==> config.mk <==
export PLATFORM = sky130hd
export DESIGN_NAME = alu_mult_seq_flat
export DESIGN_NICKNAME = d
export VERILOG_FILES = /design/src/rtl/alu_mult_seq_pkg.sv /design/src/rtl/alu_mult_seq_if.sv /design/src/rtl/alu_mult_seq_booth_step.sv /design/src/rtl/alu_mult_seq.sv /design/src/flat_wrapper.sv
export SDC_FILE = /design/constraint.sdc
export NUM_CORES = 1
export LEC_CHECK = 0
export ABC_AREA = 1
export CAP_MARGIN = 20
export CORE_AREA = 2 2 114 116
export DETAILED_ROUTE_END_ITERATION = 12
export DIE_AREA = 0 0 116 118
export PLACE_DENSITY = 0.87
export SLEW_MARGIN = 25
export SYNTH_ARGS = -nofsm -noshare
export SYNTH_HDL_FRONTEND = slang
export SYNTH_SLANG_ARGS = --single-unit
export TNS_END_PERCENT = 5
==> constraint.sdc <==
create_clock -name clock -period 2.15 [get_ports clock]
set_input_delay 0.43 -clock clock [delete_from_list [all_inputs] [get_ports clock]]
set_output_delay 0.43 -clock clock [all_outputs]
set_load 0.01 [all_outputs]
==> src/rtl/alu_mult_seq_pkg.sv <==
// Shared types and constants for the Booth multiply sequencer and its step logic.
package mult_pkg;

    typedef enum logic [1:0] {
        IDLE = 2'd0,
        RUN  = 2'd1,
        DONE = 2'd2
    } state_t;

    localparam logic [4:0] ALU_OP_ADD = 5'b00000;
    localparam logic [4:0] ALU_OP_SUB = 5'b00001;
    localparam int         CNT_W      = 6;

endpackage

==> src/rtl/alu_mult_seq_if.sv <==
// Bundle of the request/result handshake and the shared-ALU connection of the multiply sequencer.
interface alu_mult_seq_if;

    logic        ctrl_MULT;
    logic [31:0] data_operandA;
    logic [31:0] data_operandB;
    logic [31:0] alu_operandA;
    logic [31:0] alu_operandB;
    logic [4:0]  alu_opcode;
    logic [31:0] alu_result;
    logic        alu_overflow;
    logic        busy;
    logic [31:0] data_result;
    logic        data_exception;
    logic        data_resultRDY;

    modport slave (
        input  ctrl_MULT, data_operandA, data_operandB, alu_result, alu_overflow,
        output alu_operandA, alu_operandB, alu_opcode, busy,
               data_result, data_exception, data_resultRDY
    );

    modport master (
        output ctrl_MULT, data_operandA, data_operandB, alu_result, alu_overflow,
        input  alu_operandA, alu_operandB, alu_opcode, busy,
               data_result, data_exception, data_resultRDY
    );

endinterface

==> src/rtl/alu_mult_seq_booth_step.sv <==
// One radix-2 Booth iteration: picks the ALU operation from {LO[0],QM1} and forms the
// arithmetically shifted next product register from the ALU result.
module booth_step
    import mult_pkg::*;
(
    input  logic [1:0]  sel,
    input  logic [31:0] hi,
    input  logic [31:0] lo,
    input  logic [31:0] m,
    input  logic [31:0] alu_result,
    input  logic        alu_overflow,
    output logic [4:0]  alu_opcode,
    output logic [31:0] alu_operandA,
    output logic [31:0] alu_operandB,
    output logic [31:0] hi_next,
    output logic [31:0] lo_next,
    output logic        qm1_next
);

    logic sign_s;

    // Booth recoding of the current multiplier bit pair and the 65-bit arithmetic shift.
    always_comb begin
        alu_operandA = hi;
        case (sel)
            2'b01: begin
                alu_opcode   = ALU_OP_ADD;
                alu_operandB = m;
            end
            2'b10: begin
                alu_opcode   = ALU_OP_SUB;
                alu_operandB = m;
            end
            default: begin
                alu_opcode   = ALU_OP_ADD;
                alu_operandB = 32'd0;
            end
        endcase
        // The 33-bit sign survives a wrap of the 32-bit ALU, needed when M = -2^31.
        sign_s   = alu_result[31] ^ alu_overflow;
        hi_next  = {sign_s, alu_result[31:1]};
        lo_next  = {alu_result[0], lo[31:1]};
        qm1_next = lo[0];
    end

endmodule

==> src/rtl/alu_mult_seq.sv <==
// Iterative signed 32x32 Booth multiplier that borrows the execute-stage ALU for each add/sub.
// Optional build macro MULT_ZERO_SKIP_EN: a start with a zero operand completes on the next cycle.
module alu_mult_seq
    import mult_pkg::*;
#(
    parameter int WIDTH = 32,
    parameter int STEPS = 32
) (
    input logic           clock,
    input logic           reset_n,
    alu_mult_seq_if.slave bus
);

    state_t           state_q, state_d;
    logic [WIDTH-1:0] hi_q, hi_d, lo_q, lo_d, m_q, m_d, result_q, result_d;
    logic             qm1_q, qm1_d, exc_q, exc_d, rdy_q, rdy_d, busy_q, busy_d;
    logic [CNT_W-1:0] cnt_q, cnt_d;

    logic [4:0]       step_op_s;
    logic [31:0]      step_a_s, step_b_s, hi_nx_s, lo_nx_s;
    logic             qm1_nx_s;

    booth_step u_step (
        .sel          ({lo_q[0], qm1_q}),
        .hi           (hi_q),
        .lo           (lo_q),
        .m            (m_q),
        .alu_result   (bus.alu_result),
        .alu_overflow (bus.alu_overflow),
        .alu_opcode   (step_op_s),
        .alu_operandA (step_a_s),
        .alu_operandB (step_b_s),
        .hi_next      (hi_nx_s),
        .lo_next      (lo_nx_s),
        .qm1_next     (qm1_nx_s)
    );

    // ALU drive: the shared ALU only sees a non-zero request while a multiply is running.
    always_comb begin
        if (state_q == RUN) begin
            bus.alu_opcode   = step_op_s;
            bus.alu_operandA = step_a_s;
            bus.alu_operandB = step_b_s;
        end else begin
            bus.alu_opcode   = ALU_OP_ADD;
            bus.alu_operandA = 32'd0;
            bus.alu_operandB = 32'd0;
        end
    end

    // Next-state, product register, counter and result computation.
    always_comb begin
        state_d  = state_q;
        hi_d     = hi_q;
        lo_d     = lo_q;
        qm1_d    = qm1_q;
        m_d      = m_q;
        cnt_d    = cnt_q;
        result_d = result_q;
        exc_d    = exc_q;
        rdy_d    = 1'b0;
        case (state_q)
            IDLE, DONE: begin
                if (bus.ctrl_MULT) begin
                    hi_d    = {WIDTH{1'b0}};
                    lo_d    = bus.data_operandB;
                    qm1_d   = 1'b0;
                    m_d     = bus.data_operandA;
                    cnt_d   = {CNT_W{1'b0}};
                    state_d = RUN;
`ifdef MULT_ZERO_SKIP_EN
                    if ((bus.data_operandA == 32'd0) || (bus.data_operandB == 32'd0)) begin
                        state_d  = DONE;
                        rdy_d    = 1'b1;
                        result_d = {WIDTH{1'b0}};
                        exc_d    = 1'b0;
                    end else begin
                        state_d  = RUN;
                    end
`endif
                end else begin
                    state_d = IDLE;
                end
            end
            RUN: begin
                hi_d  = hi_nx_s;
                lo_d  = lo_nx_s;
                qm1_d = qm1_nx_s;
                cnt_d = cnt_q + {{(CNT_W-1){1'b0}}, 1'b1};
                if (cnt_q == CNT_W'(STEPS - 1)) begin
                    state_d  = DONE;
                    rdy_d    = 1'b1;
                    result_d = lo_nx_s;
                    exc_d    = (hi_nx_s != {WIDTH{lo_nx_s[WIDTH-1]}});
                end else begin
                    state_d  = RUN;
                end
            end
            default: begin
                state_d = IDLE;
            end
        endcase
        busy_d = (state_d == RUN);
    end

    // State and output registers; reset discards any partial product.
    always_ff @(posedge clock or negedge reset_n) begin
        if (!reset_n) begin
            state_q  <= IDLE;
            hi_q     <= {WIDTH{1'b0}};
            lo_q     <= {WIDTH{1'b0}};
            qm1_q    <= 1'b0;
            m_q      <= {WIDTH{1'b0}};
            cnt_q    <= {CNT_W{1'b0}};
            result_q <= {WIDTH{1'b0}};
            exc_q    <= 1'b0;
            rdy_q    <= 1'b0;
            busy_q   <= 1'b0;
        end else begin
            state_q  <= state_d;
            hi_q     <= hi_d;
            lo_q     <= lo_d;
            qm1_q    <= qm1_d;
            m_q      <= m_d;
            cnt_q    <= cnt_d;
            result_q <= result_d;
            exc_q    <= exc_d;
            rdy_q    <= rdy_d;
            busy_q   <= busy_d;
        end
    end

    assign bus.busy           = busy_q;
    assign bus.data_result    = result_q;
    assign bus.data_exception = exc_q;
    assign bus.data_resultRDY = rdy_q;

endmodule

==> src/flat_wrapper.sv <==
// flat-port wrapper written by rule: the top's interface ports become plain ports
module alu_mult_seq_flat import mult_pkg::*;
#(
    parameter int WIDTH = 32,
    parameter int STEPS = 32
)
  (clock, reset_n, bus_ctrl_MULT, bus_data_operandA, bus_data_operandB, bus_alu_result, bus_alu_overflow, bus_alu_operandA, bus_alu_operandB, bus_alu_opcode, bus_busy, bus_data_result, bus_data_exception, bus_data_resultRDY);
  alu_mult_seq_if bus_i ();
  input logic clock;
  input logic reset_n;
  input wire logic [$bits(bus_i.ctrl_MULT)-1:0] bus_ctrl_MULT;
  input wire logic [$bits(bus_i.data_operandA)-1:0] bus_data_operandA;
  input wire logic [$bits(bus_i.data_operandB)-1:0] bus_data_operandB;
  input wire logic [$bits(bus_i.alu_result)-1:0] bus_alu_result;
  input wire logic [$bits(bus_i.alu_overflow)-1:0] bus_alu_overflow;
  output wire logic [$bits(bus_i.alu_operandA)-1:0] bus_alu_operandA;
  output wire logic [$bits(bus_i.alu_operandB)-1:0] bus_alu_operandB;
  output wire logic [$bits(bus_i.alu_opcode)-1:0] bus_alu_opcode;
  output wire logic [$bits(bus_i.busy)-1:0] bus_busy;
  output wire logic [$bits(bus_i.data_result)-1:0] bus_data_result;
  output wire logic [$bits(bus_i.data_exception)-1:0] bus_data_exception;
  output wire logic [$bits(bus_i.data_resultRDY)-1:0] bus_data_resultRDY;
  assign bus_i.ctrl_MULT = bus_ctrl_MULT;
  assign bus_i.data_operandA = bus_data_operandA;
  assign bus_i.data_operandB = bus_data_operandB;
  assign bus_i.alu_result = bus_alu_result;
  assign bus_i.alu_overflow = bus_alu_overflow;
  assign bus_alu_operandA = bus_i.alu_operandA;
  assign bus_alu_operandB = bus_i.alu_operandB;
  assign bus_alu_opcode = bus_i.alu_opcode;
  assign bus_busy = bus_i.busy;
  assign bus_data_result = bus_i.data_result;
  assign bus_data_exception = bus_i.data_exception;
  assign bus_data_resultRDY = bus_i.data_resultRDY;
  alu_mult_seq #(.WIDTH(WIDTH), .STEPS(STEPS)) u_core (.clock(clock), .reset_n(reset_n), .bus(bus_i));
endmodule
==> flow_summary.ini <==
[outcome]
outcome = finished, final reports clean

[grt]
largest_net_degree_at_the_start_of_global_routing = 62
grt_pass1_vias = 5341
grt.overflow.total = 0
number_of_antenna_violations_at_the_first_check_in_global_routing = 1
grt_first_pass_wirelength_um = 26400
grt_usage_pct = 24.6

[logic_synthesis]
syn_area_um2 = 6140
synth_cells = 672
seq_area_frac_synth_pct = 56.7
synth.lib_cells_used.distinct = 31
synth.ff_latch_count = 139
syn_area_per_cell_um2 = 9.14
yosysWarnings = 0

[critical_path]
crit_path_cell_trace = inv_1, nand2_2, inv_4, buf_16, nand2_1, nor2_1, clkdlybuf4s15_2
critical_path_peak_fanout = 19
cp-start-kind = flop
critPathCaptureType = primary output
slowest_delay_ns = 0.38
path_class = flop to primary output
timing.critical_path.arrival_ns = 1.65
worst_ep_required_time_ns = 1.72
critical_path.slowest_cell = dfrtp_1

[sta]
worst_clock_skew_ns = 0.00684
timing.final.crit_share_pct = 96.6
setup_slack_ns = 0.0734
max_clock_freq_mhz = 482
final_period_minus_worst_setup_slack_ns = 2.08
final-max-slew-violation-count = 0
rsz0062_at_grt = false
setup_viol_count_final = 0
setup-tns-final_ns = 0
tightestPinTransition_ns = 0.580
hold_violations = 0
slew-limit-headroom_pct = 61.3

[layout]
synthToLayoutAreaGrowth_pct = 44.8
layout-drive-gt1-share_pct = 13.3
seq_area_um2 = 3480
fin_util_pct = 71.6
fillCellCount = 948
n_antenna_cell = 0
layout.cell_area.non_filler_um2 = 8890
multiInputGateArea_um2 = 2160
nNetsFinal = 968

[floorplan]
floorplan.die.height_um = 118
core_rows = 41
die_area_um2 = 13700
fp.coreArea_um2 = 12400
die-width_um = 116
initial_core_util_pct = 49.5
design.portCount = 204

[place]
dpl_cell_area_um2 = 8360
pre_cts_slack_ns = 0.156
hpwlAfterDp_um = 11100
globalplace.congestion = 0.806
buffer_ports.inserted = 199

[clock_network]
cts_sinks = 139
number_of_buffers_inserted_during_clock_tree_synthesis = 17
cts_buffer_depth = 2
cts_tree = yes
clkTransAtPathRegs_ns = 0.06
worst_skew_pair.late_latency_ns = 0.41
cts_setup_buffers = 0
cts.htree.levels = 4
root_buffer = clkbuf_16

[routing]
postRouteAntennaNets = 0
dr.first_iter.drc_count = 409
vias_per_cell = 5.12
num_vias = 5379
post_drt_wl_per_cell_um = 15.4
detail_route.wirelength_um = 16200
drt_drc_violations_left = 0
drt-pass1-iter-count = 5

[worst_hold_path]
min-delay-path-class = flop to flop

[pwr]
maximum_vdd_drop_uv = 655
cellLeakagePower_nw = 4.31
p_total_mw = 6.51
power.density_nw_per_um2 = 732

[job]
maxCapViolations = 0
-- critical path: cells and delay by family (launching register included) --
family | cells | cell delay (ns)
buf+inv | 4 | 0.59
flops | 1 | 0.38
simple gates | 3 | 0.26
-- placed cells by master, fill, tap and decap left out, drive strengths merged, types with 4 or more instances in the layout --
cell | netlist | layout
clkinv | 0 | 5
nand3 | 37 | 37
o22ai | 16 | 16
o221ai | 28 | 28
nand2 | 128 | 128
inv | 85 | 85
nor3 | 5 | 5
dlygate4sd2 | 0 | 35
clkdlybuf4s50 | 0 | 133
o21ai | 52 | 52
bufinv | 0 | 6
nor2 | 89 | 89
clkbuf | 19 | 50
buf | 25 | 17
mux2 | 32 | 32
conb | 1 | 4
dfrtp | 139 | 139
-- per-stage QoR --
| step | hold WS, ns | std cells |
|---|---|---|
| after CTS | 0.482 | 1051 |
| after floorplan | 0.134 | 675 |
| final | 0.476 | 1051 |
| after global placement | 0.403 | 1017 |
| after global routing | 0.507 | 1051 |
| after detailed placement | 0.408 | 1017 |
-- flip-flops by register name, summed over array words and instances, names as in the netlist --
register and count:
u_core.qm1_q 1, u_core.lo_q 32, u_core.bus.data_exception 1, u_core.cnt_q 6, u_core.m_q 32, u_core.state_q 1, u_core.bus.data_result 32, u_core.hi_q 32
u_core.bus.busy 1, u_core.bus.data_resultRDY 1
-- per-layer routing --
layer / GRT usage, % / wire length, um / vias up
met5: 0 / 0 / -
met2: 40.4 / 7840 / 228
met3: 6.95 / 1310 / 19
met4: 7.66 / 248 / 0
met1: 31.6 / 6780 / 2563
li1: - / - / 2569
-- power breakdown --
part / leakage (nW) / total (mW) / internal (mW) / switching [mW]
Combinational: 2.23 / 0.520 / 0.271 / 0.249
Sequential: 1.76 / 2.70 / 2.68 / 0.0203
Clock: 0.325 / 3.29 / 2.21 / 1.08
-- Yosys cell counts --
cell | count | area (um^2)
a21oi_1 | 1 | 5.00
a22oi_1 | 1 | 7.51
a31oi_1 | 1 | 6.26
buf_1 | 2 | 7.51
buf_2 | 19 | 95.1
buf_4 | 4 | 30.0
clkbuf_1 | 19 | 71.3
conb_1 | 1 | 3.75
dfrtp_1 | 139 | 3480
ha_1 | 2 | 25.0
inv_1 | 83 | 312
inv_2 | 2 | 7.51
mux2_2 | 32 | 360
mux2i_1 | 1 | 10.0
nand2_1 | 126 | 473
nand2_2 | 1 | 6.26
nand2_4 | 1 | 11.3
nand3_1 | 36 | 180
nand3_2 | 1 | 10.0
nand3b_1 | 3 | 22.5
nand4_1 | 3 | 18.8
nor2_1 | 88 | 330
nor2_2 | 1 | 6.26
nor3_1 | 5 | 25.0
o211ai_1 | 1 | 7.51
o21ai_0 | 23 | 115
o21ai_1 | 29 | 145
o221ai_1 | 28 | 245
o22ai_1 | 16 | 100
or2_1 | 1 | 6.26
xnor2_1 | 2 | 17.5
-- path summary, 6_finish.rpt --
| kind | startpoint | to | slack, ns | cells after the start |
|---|---|---|---|---|
| max | u_core.bus.data_resultRDY$_DFF_PN0_ | bus_alu_operandB[7] | 0.07 | 7 |
| min | u_core.bus.data_result[29]$_DFFE_PN0P_ | u_core.bus.data_result[29]$_DFFE_PN0P_ | 0.48 | 2 |
| max reg2reg | u_core.state_q[0]$_DFF_PN0_ | u_core.bus.data_result[22]$_DFFE_PN0P_ | 0.32 | 7 |
| min reg2reg | u_core.bus.data_result[29]$_DFFE_PN0P_ | u_core.bus.data_result[29]$_DFFE_PN0P_ | 0.48 | 2 |
| max in group asynchronous | reset_n | u_core.bus.data_result[3]$_DFFE_PN0P_ | 1.01 | 3 |
| min in group asynchronous | reset_n | u_core.hi_q[14]$_DFFE_PN0P_ | 0.53 | 2 |
-- layout make-up --
class | instances | area share, %
Sequential cell | 139 | 39.1
Multi-Input combinational cell | 407 | 24.3
Timing Repair Buffer | 216 | 23.0
Clock buffer | 21 | 5.07
Inverter | 85 | 3.62
Clock inverter | 11 | 2.43
Tap cell | 172 | 2.42
-- cell families (layout without fill, tap and decap cells) --
family | count (synthesis) | in the layout | share of synthesized area (%)
AO/OA/AOI/OAI | 100 | 100 | 10.3
XOR/XNOR | 2 | 2 | 0.285
adder cells (fa/ha/maj) | 2 | 2 | 0.408
buffers and inverters | 129 | 333 | 8.52
flip-flops | 139 | 139 | 56.7
multiplexers | 33 | 33 | 6.03
other | 1 | 4 | 0.0611
AND/OR/NAND/NOR | 266 | 266 | 17.8
-- repair_timing --
item / CTS / global route
gates cloned: 1 / 0
gates resized for setup: 73 / 55
endpoints found under the setup margin: 65 / 32
hold buffers: 1 / 0
hold endpoints to repair: 47 / 0
Note: power is estimated with default switching activity, not from simulation.
